## src/rtl/board_display_scanner.sv

```systemverilog
// Row-multiplexed bicolour 3x3 LED scanner with frame-synchronous board snapshot,
// game-status FSM, winner/draw blinking and turn lamps.
module board_display_scanner #(
  parameter int SCAN_DIV     = 1000,
  parameter int BLINK_FRAMES = 64
) (
  input  logic       Clk,
  input  logic       reset_n,
  input  logic [8:0] P1_cells,
  input  logic [8:0] P2_cells,
  input  logic       P1_W,
  input  logic       P2_W,
  input  logic       board_full,
  input  logic       turn,
  output logic [2:0] row_sel,
  output logic [2:0] col_p1,
  output logic [2:0] col_p2,
  output logic       turn_led_p1,
  output logic       turn_led_p2,
  output logic [1:0] status,
  output logic       conflict,
  output logic       frame_tick
);

  localparam int DW = (SCAN_DIV > 2) ? $clog2(SCAN_DIV) : 1;
  localparam int BW = (BLINK_FRAMES > 1) ? $clog2(BLINK_FRAMES) : 1;
  localparam logic [DW-1:0] DWELL_LAST = DW'(SCAN_DIV - 1);
  localparam logic [BW-1:0] BLINK_LAST = BW'(BLINK_FRAMES - 1);

  typedef enum logic [1:0] {
    PLAY = 2'b00,
    WIN1 = 2'b01,
    WIN2 = 2'b10,
    DRAW = 2'b11
  } state_e;

  logic          run_q;
  logic [DW-1:0] dwell_q, dwell_d;
  logic [1:0]    row_q, row_d;
  logic [8:0]    sh1_q, sh2_q;
  state_e        state_q, state_d;
  logic [BW-1:0] blink_cnt_q;
  logic          phase_q;
  logic          snap;

  logic [2:0]    row_sel_q, row_sel_d;
  logic [2:0]    col1_q, col1_d, col2_q, col2_d;
  logic          tl1_q, tl2_q;
  logic          conflict_q;
  logic          tick_q, tick_d;

  logic [2:0]    r1, r2;
  logic          gate1, gate2;

  // Scan position for the next cycle; the first cycle after reset parks on row 0 dwell 0.
  always_comb begin
    dwell_d = dwell_q;
    row_d   = row_q;
    if (!run_q) begin
      dwell_d = '0;
      row_d   = 2'd0;
    end else if (dwell_q == DWELL_LAST) begin
      dwell_d = '0;
      row_d   = (row_q == 2'd2) ? 2'd0 : row_q + 2'd1;
    end else begin
      dwell_d = dwell_q + DW'(1);
    end
  end

  assign snap   = (row_d == 2'd0) && (!run_q || (row_q != 2'd0));
  assign tick_d = (row_d == 2'd2) && (dwell_d == DWELL_LAST);

  always_comb begin
    row_sel_d = 3'b000;
    row_sel_d[row_d] = 1'b1;
  end

  always_comb begin
    state_d = state_q;
    case (state_q)
      PLAY: begin
        if (P1_W && !P2_W)      state_d = WIN1;
        else if (P2_W && !P1_W) state_d = WIN2;
        else if (P1_W && P2_W)  state_d = DRAW;
        else if (board_full)    state_d = DRAW;
      end
      default: begin
        if ((P1_cells == 9'd0) && (P2_cells == 9'd0)) state_d = PLAY;
      end
    endcase
  end

  always_comb begin
    case (row_d)
      2'd0:    begin r1 = sh1_q[2:0]; r2 = sh2_q[2:0]; end
      2'd1:    begin r1 = sh1_q[5:3]; r2 = sh2_q[5:3]; end
      default: begin r1 = sh1_q[8:6]; r2 = sh2_q[8:6]; end
    endcase
  end

  assign gate1 = phase_q || !((state_q == WIN1) || (state_q == DRAW));
  assign gate2 = phase_q || !((state_q == WIN2) || (state_q == DRAW));

  // Doubly-claimed cells are shown dark in both colours; dwell 0 blanks the row.
  always_comb begin
    col1_d = 3'b000;
    col2_d = 3'b000;
    if (dwell_d != '0) begin
      col1_d = gate1 ? (r1 & ~r2) : 3'b000;
      col2_d = gate2 ? (r2 & ~r1) : 3'b000;
    end
  end

  always_ff @(posedge Clk or negedge reset_n) begin
    if (!reset_n) begin
      run_q       <= 1'b0;
      dwell_q     <= '0;
      row_q       <= 2'd0;
      sh1_q       <= 9'd0;
      sh2_q       <= 9'd0;
      state_q     <= PLAY;
      blink_cnt_q <= '0;
      phase_q     <= 1'b1;
      row_sel_q   <= 3'b000;
      col1_q      <= 3'b000;
      col2_q      <= 3'b000;
      tl1_q       <= 1'b0;
      tl2_q       <= 1'b0;
      conflict_q  <= 1'b0;
      tick_q      <= 1'b0;
    end else begin
      run_q     <= 1'b1;
      dwell_q   <= dwell_d;
      row_q     <= row_d;
      row_sel_q <= row_sel_d;
      col1_q    <= col1_d;
      col2_q    <= col2_d;
      tick_q    <= tick_d;
      state_q   <= state_d;
      tl1_q     <= (state_d == PLAY) && turn;
      tl2_q     <= (state_d == PLAY) && !turn;
      conflict_q <= conflict_q || (|(sh1_q & sh2_q));
      if (snap) begin
        sh1_q <= P1_cells;
        sh2_q <= P2_cells;
      end
      // PLAY holds the blink at phase ON, so entering a terminal state starts fresh.
      if (state_q == PLAY) begin
        blink_cnt_q <= '0;
        phase_q     <= 1'b1;
      end else if (tick_q) begin
        if (blink_cnt_q == BLINK_LAST) begin
          blink_cnt_q <= '0;
          phase_q     <= !phase_q;
        end else begin
          blink_cnt_q <= blink_cnt_q + BW'(1);
        end
      end
    end
  end

  assign row_sel     = row_sel_q;
  assign col_p1      = col1_q;
  assign col_p2      = col2_q;
  assign turn_led_p1 = tl1_q;
  assign turn_led_p2 = tl2_q;
  assign status      = state_q;
  assign conflict    = conflict_q;
  assign frame_tick  = tick_q;

endmodule

```

## config.mk

```make
export PLATFORM = sky130hd
export DESIGN_NAME = board_display_scanner
export DESIGN_NICKNAME = d
export VERILOG_FILES = /design/src/rtl/board_display_scanner.sv
export SDC_FILE = /design/constraint.sdc
export NUM_CORES = 1
export LEC_CHECK = 0
export CORE_MARGIN = 2
export CORE_UTILIZATION = 38
export CTS_CLUSTER_SIZE = 30
export DETAILED_ROUTE_END_ITERATION = 10
export GPL_TIMING_DRIVEN = 0
export SYNTH_ARGS = -nofsm -noshare
export SYNTH_HDL_FRONTEND = slang
export SYNTH_SLANG_ARGS = --single-unit
```

## constraint.sdc

```tcl
create_clock -name Clk -period 3.9 [get_ports Clk]
set_input_delay 0.78 -clock Clk [delete_from_list [all_inputs] [get_ports Clk]]
set_output_delay 0.78 -clock Clk [all_outputs]
set_load 0.03 [all_outputs]
```

# == Yosys cells after proc, flatten, opt, wreduce, memory -nomap -nowiden ==
# Index checks and enable logic that the tools add are counted.
# op_classes
addsub,3
n_lt_le_gt_ge,2
n_eq_ne,9
muxes,25
bitwise,5
n_reduce_logical,33
# op_table
operator,n
equality test 10 bit (second input constant),2
2-to-1 mux 10 bit,2
logical NOT 9 bit,2
2-to-1 mux 2 bit,9
2-to-1 mux 6 bit,3
2-to-1 mux 3 bit,4
one-hot mux 3 bit (2 select lines),2
adder 10 x 1 -> 10 bit (second input constant),1
nonzero test 10 bit,1
bitwise AND 9 bit,1
logical AND 1 bit,9
OR reduction 9 bit,1
equality test 2 bit (second input constant),4
logical NOT 1 bit,7
adder 6 x 1 -> 6 bit (second input constant),1
bitwise AND 3 bit,2
equality test 6 bit (second input constant),1
logical NOT 2 bit,3
logical OR 1 bit,6
inverter 3 bit,2
nonzero test 2 bit,3
equality test 2 x 1 -> 1 bit (second input constant),2
2-to-1 mux 1 bit,4
< comparator 2 x 3 -> 1 bit (second input constant),1
other kinds (4),4
# word_totals
regBits,53
inputBits,24
out_inout_bits,15
wordCells,92

# == Logic depth before layout (Yosys ltp) ==
# logic_depth
ltp_word,10
mapped_depth,8
depth_no_buf,7

# == Least setup slack after synthesis ==
# OpenSTA, ideal clock, no wires.
# synth_path
path_kind,reg-to-reg
start,reg dwell_q[0]
end,reg col1_q[2] (netlist: col_p1[2])
setup_time_ps,121
t_arrival_ps,2112
required_time_ps,3779
slack_ps,1667
path_stages_with_launch,8
n_path_buf,0
period_less_slack_ps,2233
path_cell_list,dfrtp_1 > ha_1 > or3b_1 > a21oi_1 > a21oi_1 > nand4b_4 > a2111oi_4 > and4bb_1
# synth_via
elab_chain_cells,9
elab_cells_between_ends,15
cone_classes,add/sub (1); eq/ne (2); mux (8); bitwise (2); reduce/logical (2)
# synth_lines
element,line,source
start: declaration,38,"logic [DW-1:0] dwell_q, dwell_d;"
start signal: assignment,133,dwell_q <= dwell_d;
equality test 10 bit,62,end else if (dwell_q == DWELL_LAST) begin
2-to-1 mux 2 bit,62,
2-to-1 mux 2 bit,59,if (!run_q) begin
equality test 2 x 1 -> 1 bit / logical NOT 2 bit (equally long branches),94,case (row_d)
one-hot mux 3 bit (2 select lines),94,
inverter 3 bit,109,col1_d = gate1 ? (r1 & ~r2) : 3'b000;
bitwise AND 3 bit,109,
2-to-1 mux 3 bit,109,
2-to-1 mux 3 bit (*),108,if (dwell_d != '0) begin
named net col1_d[2],47,"logic [2:0] col1_q, col1_d, col2_q, col2_d;"
end signal: assignment,136,col1_q <= col1_d;
end: declaration,47,
# Mark *: on every way through the listed nets, which the timed path passes. The rest lies on a longest branch.
# A chain may end at the register's enable or synchronous reset.

# == Worst setup path in the final report ==
# layout_path
start,reg dwell_q[0]
end,reg col2_q[0] (netlist: col_p2[0])
# layout_via
elab_chain_cells,9
elab_cells_between_ends,15
cone_classes,add/sub (1); eq/ne (2); mux (8); bitwise (2); reduce/logical (2)
# layout_lines
element,line,source
equality test 10 bit,62,
2-to-1 mux 2 bit,62,
2-to-1 mux 2 bit,59,
equality test 2 x 1 -> 1 bit / logical NOT 2 bit (equally long branches),94,
one-hot mux 3 bit (2 select lines),94,
inverter 3 bit,110,col2_d = gate2 ? (r2 & ~r1) : 3'b000;
bitwise AND 3 bit,110,
2-to-1 mux 3 bit,110,
2-to-1 mux 3 bit (*),108,
named net col2_d[0],47,
end signal: assignment,137,col2_q <= col2_d;
end: declaration,47,
# Marked as above.

==> qor.yml <==
syn_to_final_growth_pct: 22.9
syn_avg_cell_area_sq_um: 10.7
fillers: 647
ctsHoldBuffers: 0
ys_types: 53
clkTransAtPathRegs_ns: 0.10
synthesis.area_sq_um: 2660
synthTopCellsByArea: "dfrtp_1 49%, mux2_2 7.6%, nor2_1 4.5%"
grt.total_usage_pct: 16.4
row_count: 30
cts_tree: "built"
syn-instance-count: 248
p_total_mw: 1.01
cts_resized: 0
insertedDiodeCount: 0
yosysMostFrequentCell: "dfrtp_1"
root_buffer: "clkbuf_8"
detail_route.wl_per_cell_um: 14.3
first_iter_violations: 125
maxCapViolCount: 0
ys_warn_count: 0
place_ws_ns: 1.16
drive_gt1_share_pct: 14.9
place.detailed.hpwl_mm: 4.29
max_freq_mhz: 398
cts_buffer_depth: 2
cts_setup_buffers: 0
clock_skew_ns: 0.00634
leakagePower_nw: 1.36
routabilityCongestion: 0.779
hold_path_class: "in -> async"
grt_pass1_vias: 2040
ys_ff_latch: 53
layout.cells.non_filler: 391
coreArea_sq_um: 6790
seqCellArea_sq_um: 1330
syn-num-nets: 274
start_kind: "flop"
maxSlewViolCount: 0
num-nets-final: 320
crit_arrival_ns: 2.71
synth_top_area_share_pct: 49.0
firstDrtPassIters: 4
io_pins: 39
powerDensity_nw_per_um2: 311
peakVddDrop_mv: 0.155
htreeDepth: 2
initial_core_util_pct: 39.1
place.port_buffers: 38
status: "complete, no violations"
finalWirelength_mm: 5.59
drc: 0
min_period_over_period_pct: 64.4
grt_start_max_net_pins: 38
synth_ff_type: "dfrtp_1"
postLayoutSetupSlackWorst_ns: 1.39
rsz0062_at_grt: "false"
multi_input_area_sq_um: 1240
clk_latency_ns: 0.31
antenna_found_initial: 0
path_class: "reg -> reg"
cp.required_ns: 4.10
cts_inserted_buffers: 5
grt_pass1_wl_mm: 9.87
cp-end-kind: "flop"
clock-sinks: 53
die_h_um: 87.6
finalCriticalPeriod_ns: 2.51
worstMarginPinSlew_ns: 0.645
dieArea_sq_um: 7670
vias: 2038
final-hold-violation-count: 0
relSlewSlack_pct: 56.6
synth_common_cells: "52 x dfrtp_1, 32 x nor2_1, 18 x mux2_2, 15 x a21oi_1, 14 x o21ai_0"
yosysSeqAreaShare_pct: 50.0
setup_viol: 0
path_max_fanout: 6
synth_edf_count: 0
dp_cells: 383
drtAntennaViolNets: 0
fin_tns_setup_ns: 0
grt_overflow: 0
yosys.area.top_type: "dfrtp_1"
async_reset_ff_share_pct: 100
vias_per_cell: 5.21
die_w_um: 87.6
==> kinds of logic (layout without fill, tap and decap cells) <==
family,Yosys count,after routing,synth area share (%)
AO/OA/AOI/OAI,57,57,14.6
XOR/XNOR,9,9,3.25
adder cells (fa/ha/maj),2,2,0.942
buffers and inverters,18,65,3.16
flip-flops,53,53,50.0
multiplexers,19,19,8.01
other,1,1,0.141
AND/OR/NAND/NOR,89,89,19.9
==> through the flow <==
stage / hold slack [ns] / util [%] / cell area (sq um)
floorplan: 0.453 / - / 2660
detailed placement: 0.479 / 46.7 / 3170
global placement: 0.481 / 46.4 / 3160
finish: 0.387 / 48.0 / 3260
global route: 0.410 / 48.0 / 3260
CTS: 0.397 / 48.0 / 3260
==> worst max-delay path, cell delays in order, from the launching register on <==
cell and delay, ns:
dfrtp_1 0.47, ha_1 0.33, or3b_1 0.39, a21oi_1 0.15, a21oi_1 0.07, nand4b_4 0.19, a2111oi_4 0.53, and4bb_1 0.26
==> final timing paths <==
kind	from	slack, ns	end	cells past startpoint
max in group asynchronous	reset_n	2.93	phase_q$_DFFE_PN1P_	2
hold reg to reg	blink_cnt_q[5]$_DFFE_PN0P_	0.49	blink_cnt_q[5]$_DFFE_PN0P_	1
min in group Clk	blink_cnt_q[5]$_DFFE_PN0P_	0.49	blink_cnt_q[5]$_DFFE_PN0P_	1
setup reg to reg	dwell_q[0]$_DFF_PN0_	1.39	col_p2[0]$_DFF_PN0_	7
setup / recovery	dwell_q[0]$_DFF_PN0_	1.39	col_p2[0]$_DFF_PN0_	7
hold / removal	reset_n	0.39	dwell_q[2]$_DFF_PN0_	1
==> metal layers <==
layer | track usage, % | wire length [um] | vias up
li1 | - | - | 1000
met1 | 23.2 | 2620 | 992
met2 | 25.9 | 2690 | 38
met3 | 3.68 | 189 | 8
met4 | 4.06 | 85 | 0
met5 | 0 | 0 | -
==> placed cells by master (no fill, tap or decap), drive strengths merged, types with 2 or more instances in the layout <==
| cell | count |
|---|---|
| a21oi | 15 |
| a22oi | 8 |
| a311oi | 2 |
| and3 | 4 |
| and4 | 2 |
| and4bb | 4 |
| buf | 8 |
| clkbuf | 8 |
| clkdlybuf4s50 | 37 |
| clkinv | 3 |
| dfrtp | 52 |
| ha | 2 |
| inv | 9 |
| mux2 | 18 |
| nand2 | 12 |
| nand2b | 2 |
| nand3 | 8 |
| nand4 | 3 |
| nor2 | 32 |
| nor3 | 4 |
| nor4 | 9 |
| o21ai | 16 |
| o21bai | 3 |
| o221a | 2 |
| o22ai | 2 |
| xnor2 | 4 |
| xor2 | 5 |
==> final cells by class <==
type	count	area share [%]
tap	96	3.68
inverter	9	1.04
timing repair buffer	39	12.1
clock inverter	3	0.690
multi-input combinational	177	38.1
buffer	9	1.53
clock buffer	5	2.11
sequential	53	40.7
==> sequential cells by signal (all words and copies together) (netlist names), 2 cells and up <==
signal,cells
blink_cnt_q,6
col_p1,3
col_p2,3
dwell_q,10
row_q,2
row_sel,3
sh1_q,9
sh2_q,9
status,2
==> power breakdown <==
| group | total (mW) | switching (mW) | internal [mW] |
|---|---|---|---|
| sequential | 0.594 | 0.0231 | 0.571 |
| combinational | 0.104 | 0.0452 | 0.0591 |
| clock | 0.317 | 0.189 | 0.128 |
No activity file was read; power rests on OpenSTA's default activity.
==> RTL edit 1 (same flow settings) <==
Change the parameter `SCAN_DIV` from 1000 to 500.
--- a/src/rtl/board_display_scanner.sv
+++ b/src/rtl/board_display_scanner.sv
@@ -2,5 +2,5 @@
 // game-status FSM, winner/draw blinking and turn lamps.
 module board_display_scanner #(
-  parameter int SCAN_DIV     = 1000,
+  parameter int SCAN_DIV     = 500,
   parameter int BLINK_FRAMES = 64
 ) (
Function: no difference found for any inputs over 10 cycles, from zero or initial values and one cycle with reset_n low; that may be too few to reach the edited logic, so the function may still have changed.
==> RTL edit 1 against the unedited design <==
Total power grew 0.47%; synthesized area shrank 1.3%; cell area decreased by 1.6%; sequential cell count shrank 1; core utilization down 0.25 points; setup slack improved by 0.13 ns; sequential power down 2%; maximum frequency grew 5.5%; wire length fell by 0.21%; largest power group unchanged; highest routed layer unchanged.
==> RTL edit 1: results (changes against the unedited design) <==
status finished, final reports clean; first-pass GRT wire length 9430 um (-4.5%); Synth Flop Type dfrtp_1; area of the multi-input gates 1200 sq um (-3.2%); DP Area 3120 sq um (-1.7%); top area cells in the synthesized netlist dfrtp_1, mux2_2, a21oi_1; mean post-synth cell area 11.1 sq um (+3.3%); largest net degree at the start of global routing 28 (-26%); CTS Buffer Depth 2 (unchanged); Yosys cell types 56 (+5.7%); multi-input gates 165 (-6.8%); vias in the first global route 1958 (-4.0%); clk tree area frac 2.92% (+0.12 points); Setup WS pre-CTS 1.17 ns (+0.00753 ns); Max-slew headroom 60.6% (+4.0 points); GPL Wtd Cong 0.821 (+5.4%); synth-to-layout area growth 22.5%; Logic inverters 11 (+2); initial DRC count 135 (+8.0%); post-detailed-routing wire length 5570 um (-0.21%); post-synthesis sequential area ratio 49.7% (-0.29 points); RR Endpoint sh2_q[6]$_DFFE_PN0P_; NumNets Final 309 (-3.4%); Peak VDD IR 180 uV (+16%); layout cells sized above 1 18.0% (+3.0 points); commonest cells in the netlist dfrtp_1, mux2_2, nor2_1; Clock Skew 0.00686 ns (+0.000520 ns); Via density 5.48 (+5.2%); worst hold margin 0.466 ns (+0.0793 ns); sequential share of cell area 40.6% (-0.11 points); Synthesized Nets 263 (-4.0%); fillers 659 (+1.9%); post-DP HPWL 4260 um (-0.58%); GRT Total Usage 15.7% (-0.72 points); P_leak 1.39 nW (+2.9%); final std cells w/o fill 364 (-6.9%); fraction of area in non-clock buffers 14.6% (+0.93 points)
==> RTL edit 1: changes by cell type after synthesis, sizes merged, moves of 3 or more <==
cell    before  now
a211o        0    6
o21ai       16    4
nor3         4    1
and2         1    4
a22oi        8    2
o31ai        0    6
nand2       12   17
o221ai       0    3
o21bai       3    0
nor2        32   18
==> RTL edit 1: how the worst max path moves through the flow <==
stage               slack (ns)                 start  cells past startpoint                     to
floorplan                 1.75  dwell_q[0]$_DFF_PN0_                      7   sh1_q[0]$_DFFE_PN0P_
global placement          0.47               reset_n                      1   sh2_q[0]$_DFFE_PN0P_
detailed placement        1.17           P1_cells[3]                      5  turn_led_p1$_DFF_PN0_
CTS                       1.50           P1_cells[3]                      5  turn_led_p1$_DFF_PN0_
global route              1.37  dwell_q[0]$_DFF_PN0_                      8    col_p2[2]$_DFF_PN0_
finish                    1.52  dwell_q[0]$_DFF_PN0_                      7   sh2_q[6]$_DFFE_PN0P_
==> RTL edit 1: metal layers <==
layer | GRT usage (%) | share of wire (%)
met1 | 21.6 | 47
met2 | 25.0 | 47
met3 | 3.70 | 4.6
met4 | 4.12 | 1.1
met5 | 0 | 0
==> RTL edit 1: logic make-up after synthesis <==
group / synth area share (%)
AOI/OAI and AO/OA: 16.0
xor gates and xnor gates: 2.67
adders and majority gates: 0.955
buffers and inverters: 4.35
DFF: 49.7
muxes: 8.98
other: 0.143
and+or+nand+nor: 17.2
==> RTL edit 1: critical path, stage by stage, from the launching register on <==
cell and delay (ns):
dfrtp_1 0.48, ha_1 0.31, and4bb_1 0.25, buf_6 0.15, and2_2 0.22, a21boi_4 0.32, buf_6 0.20, mux2_2 0.34
==> RTL edit 1: where the power goes <==
group,total [mW],switching [mW],internal (mW)
Combinational,0.113,0.0494,0.0636
Sequential,0.585,0.0240,0.561
Clock,0.322,0.191,0.131
==> RTL edit 2 (config.mk and constraints unchanged) <==
Made on the original files. Put one more register stage on the output `turn_led_p2`. The value now appears one clock later. The other outputs are not delayed to match.
--- a/src/rtl/board_display_scanner.sv
+++ b/src/rtl/board_display_scanner.sv
@@ -164,5 +164,7 @@
   assign col_p2      = col2_q;
   assign turn_led_p1 = tl1_q;
-  assign turn_led_p2 = tl2_q;
+  always_ff @(posedge Clk) begin
+    turn_led_p2 <= tl2_q;
+  end
   assign status      = state_q;
   assign conflict    = conflict_q;
Formal check against the unedited RTL: not equivalent (a bounded check fails within 4 cycles, from zero or initial values and one cycle with reset_n low).
==> RTL edit 2 against the unedited design <==
Sequential cell count increased by 1; total power grew 4.0%; clock skew shrank 0.0013 ns; final cell count increased by 0.26%; core utilization rose by 0.41 points; global-route usage rose by 0.079 points; setup slack improved by 0.056 ns; synthesized cell count is 0.40% higher; wire length rose by 3.6%; clock power rose by 9.1%; cell area rose by 0.84%; first-iteration DRC count down 22%; synthesized area is 0.75% higher; die area increased by 0.71%.
==> RTL edit 2: results (changes against the unedited design) <==
status finished, final reports clean; GRT Total Usage 16.5% (+0.079 points); met2 Track Usage GR 27.8% (+1.9 points); Worst-Margin Slew 0.626 ns (-0.0194 ns); M3 GR Usage 3.30% (-0.38 points); Yosys cell types 54 (+1.9%); GR Util met1 22.1% (-1.1 points); post-synthesis sequential area ratio 50.4% (+0.37 points); largest net degree at the start of global routing 40 (+5.3%); Peak VDD IR 134 uV (-13%); GPL Wtd Cong 0.822 (+5.5%); path depth of the worst reg2reg path 7 (unchanged); NumNets Final 321 (+0.31%); initial DRC count 98 (-22%); Synth async-reset ratio 98.1% (-1.9 points); Setup WS pre-CTS 1.16 ns (-0.00235 ns); layout cells sized above 1 14.9% (-0.050 points); top area cells in the synthesized netlist dfrtp_1, mux2_2, nor2_1; Via density 5.21 (about the same); P_leak 1.36 nW (+0.57%); fillers 663 (+2.5%); Synthesized Nets 275 (+0.36%); Clock Skew 0.00505 ns (-0.00130 ns); HP Class reg -> reg; WL/cell 14.8 um (+3.3%); first-pass GRT wire length 9920 um (+0.43%); vias in the first global route 2094 (+2.6%); post-DP HPWL 4340 um (+1.1%); data arrival time of the worst path 2.66 ns (-0.05 ns); Hold Crit Depth 0; Clk pin slew, worst setup/hold paths 0.10 ns (about the same)
-- RTL edit 2: worst paths after layout --
path | slack, ns | startpoint | to
setup / recovery | 1.45 | dwell_q[0]$_DFF_PN0_ | col_p2[1]$_DFF_PN0_
hold / removal | 0.35 | tl2_q$_DFF_PN0_ | turn_led_p2$_DFF_P_
setup reg to reg | 1.45 | dwell_q[0]$_DFF_PN0_ | col_p2[1]$_DFF_PN0_
hold reg to reg | 0.35 | tl2_q$_DFF_PN0_ | turn_led_p2$_DFF_P_
max in group asynchronous | 2.94 | reset_n | phase_q$_DFFE_PN1P_
min in group asynchronous | 0.37 | reset_n | dwell_q[2]$_DFF_PN0_
-- RTL edit 2: per-stage QoR --
stage / instances / utilization (%) / instance area (sq um) / hold slack (ns)
6_report: 392 / 48.4 / 3290 / 0.353
5_1_grt: 392 / 48.4 / 3290 / 0.360
3_3_place_gp: 383 / 46.7 / 3180 / 0.331
4_1_cts: 392 / 48.4 / 3290 / 0.358
3_5_place_dp: 384 / 47.0 / 3190 / 0.334
2_1_floorplan: 249 / - / 2680 / 0.324
-- RTL edit 2: cells by family after synthesis --
kind of cell,share of synthesized area [%]
AOI/OAI and AO/OA,14.5
buffers and inverters,3.13
adders and majority gates,0.935
muxes,7.95
xor gates and xnor gates,3.23
other,0.140
and+or+nand+nor,19.7
DFF,50.4
-- RTL edit 2: final cells by class --
cell class	instances	area (sq um)	area share (%)
Tap cell	96	120	3.65
Multi-Input combinational cell	177	1240	37.8
Clock inverter	2	16.3	0.494
Buffer	9	50.0	1.52
Inverter	9	33.8	1.03
Timing Repair Buffer	39	395	12.0
Clock buffer	6	82.6	2.51
Sequential cell	54	1350	41.0
-- RTL edit 2: report_power, final --
part | internal (mW) | switching (mW) | total (mW)
sequential | 0.581 | 0.0239 | 0.605
clock | 0.147 | 0.199 | 0.346
combinational | 0.0591 | 0.0457 | 0.105
-- RTL edit 2: metal layers --
metal | part of all wire [%] | wire [um]
met1 | 48 | 2760
met2 | 48 | 2800
met3 | 3.1 | 177
met4 | 0.95 | 55
met5 | 0 | 0
-- RTL edit 2: critical path, cell delays in order (launching register included) --
cell and delay [ns]:
dfrtp_1 0.47, ha_1 0.33, or3b_1 0.40, a21oi_1 0.15
a21oi_1 0.06, nand4b_4 0.19, a2111oi_4 0.51, and4bb_1 0.24
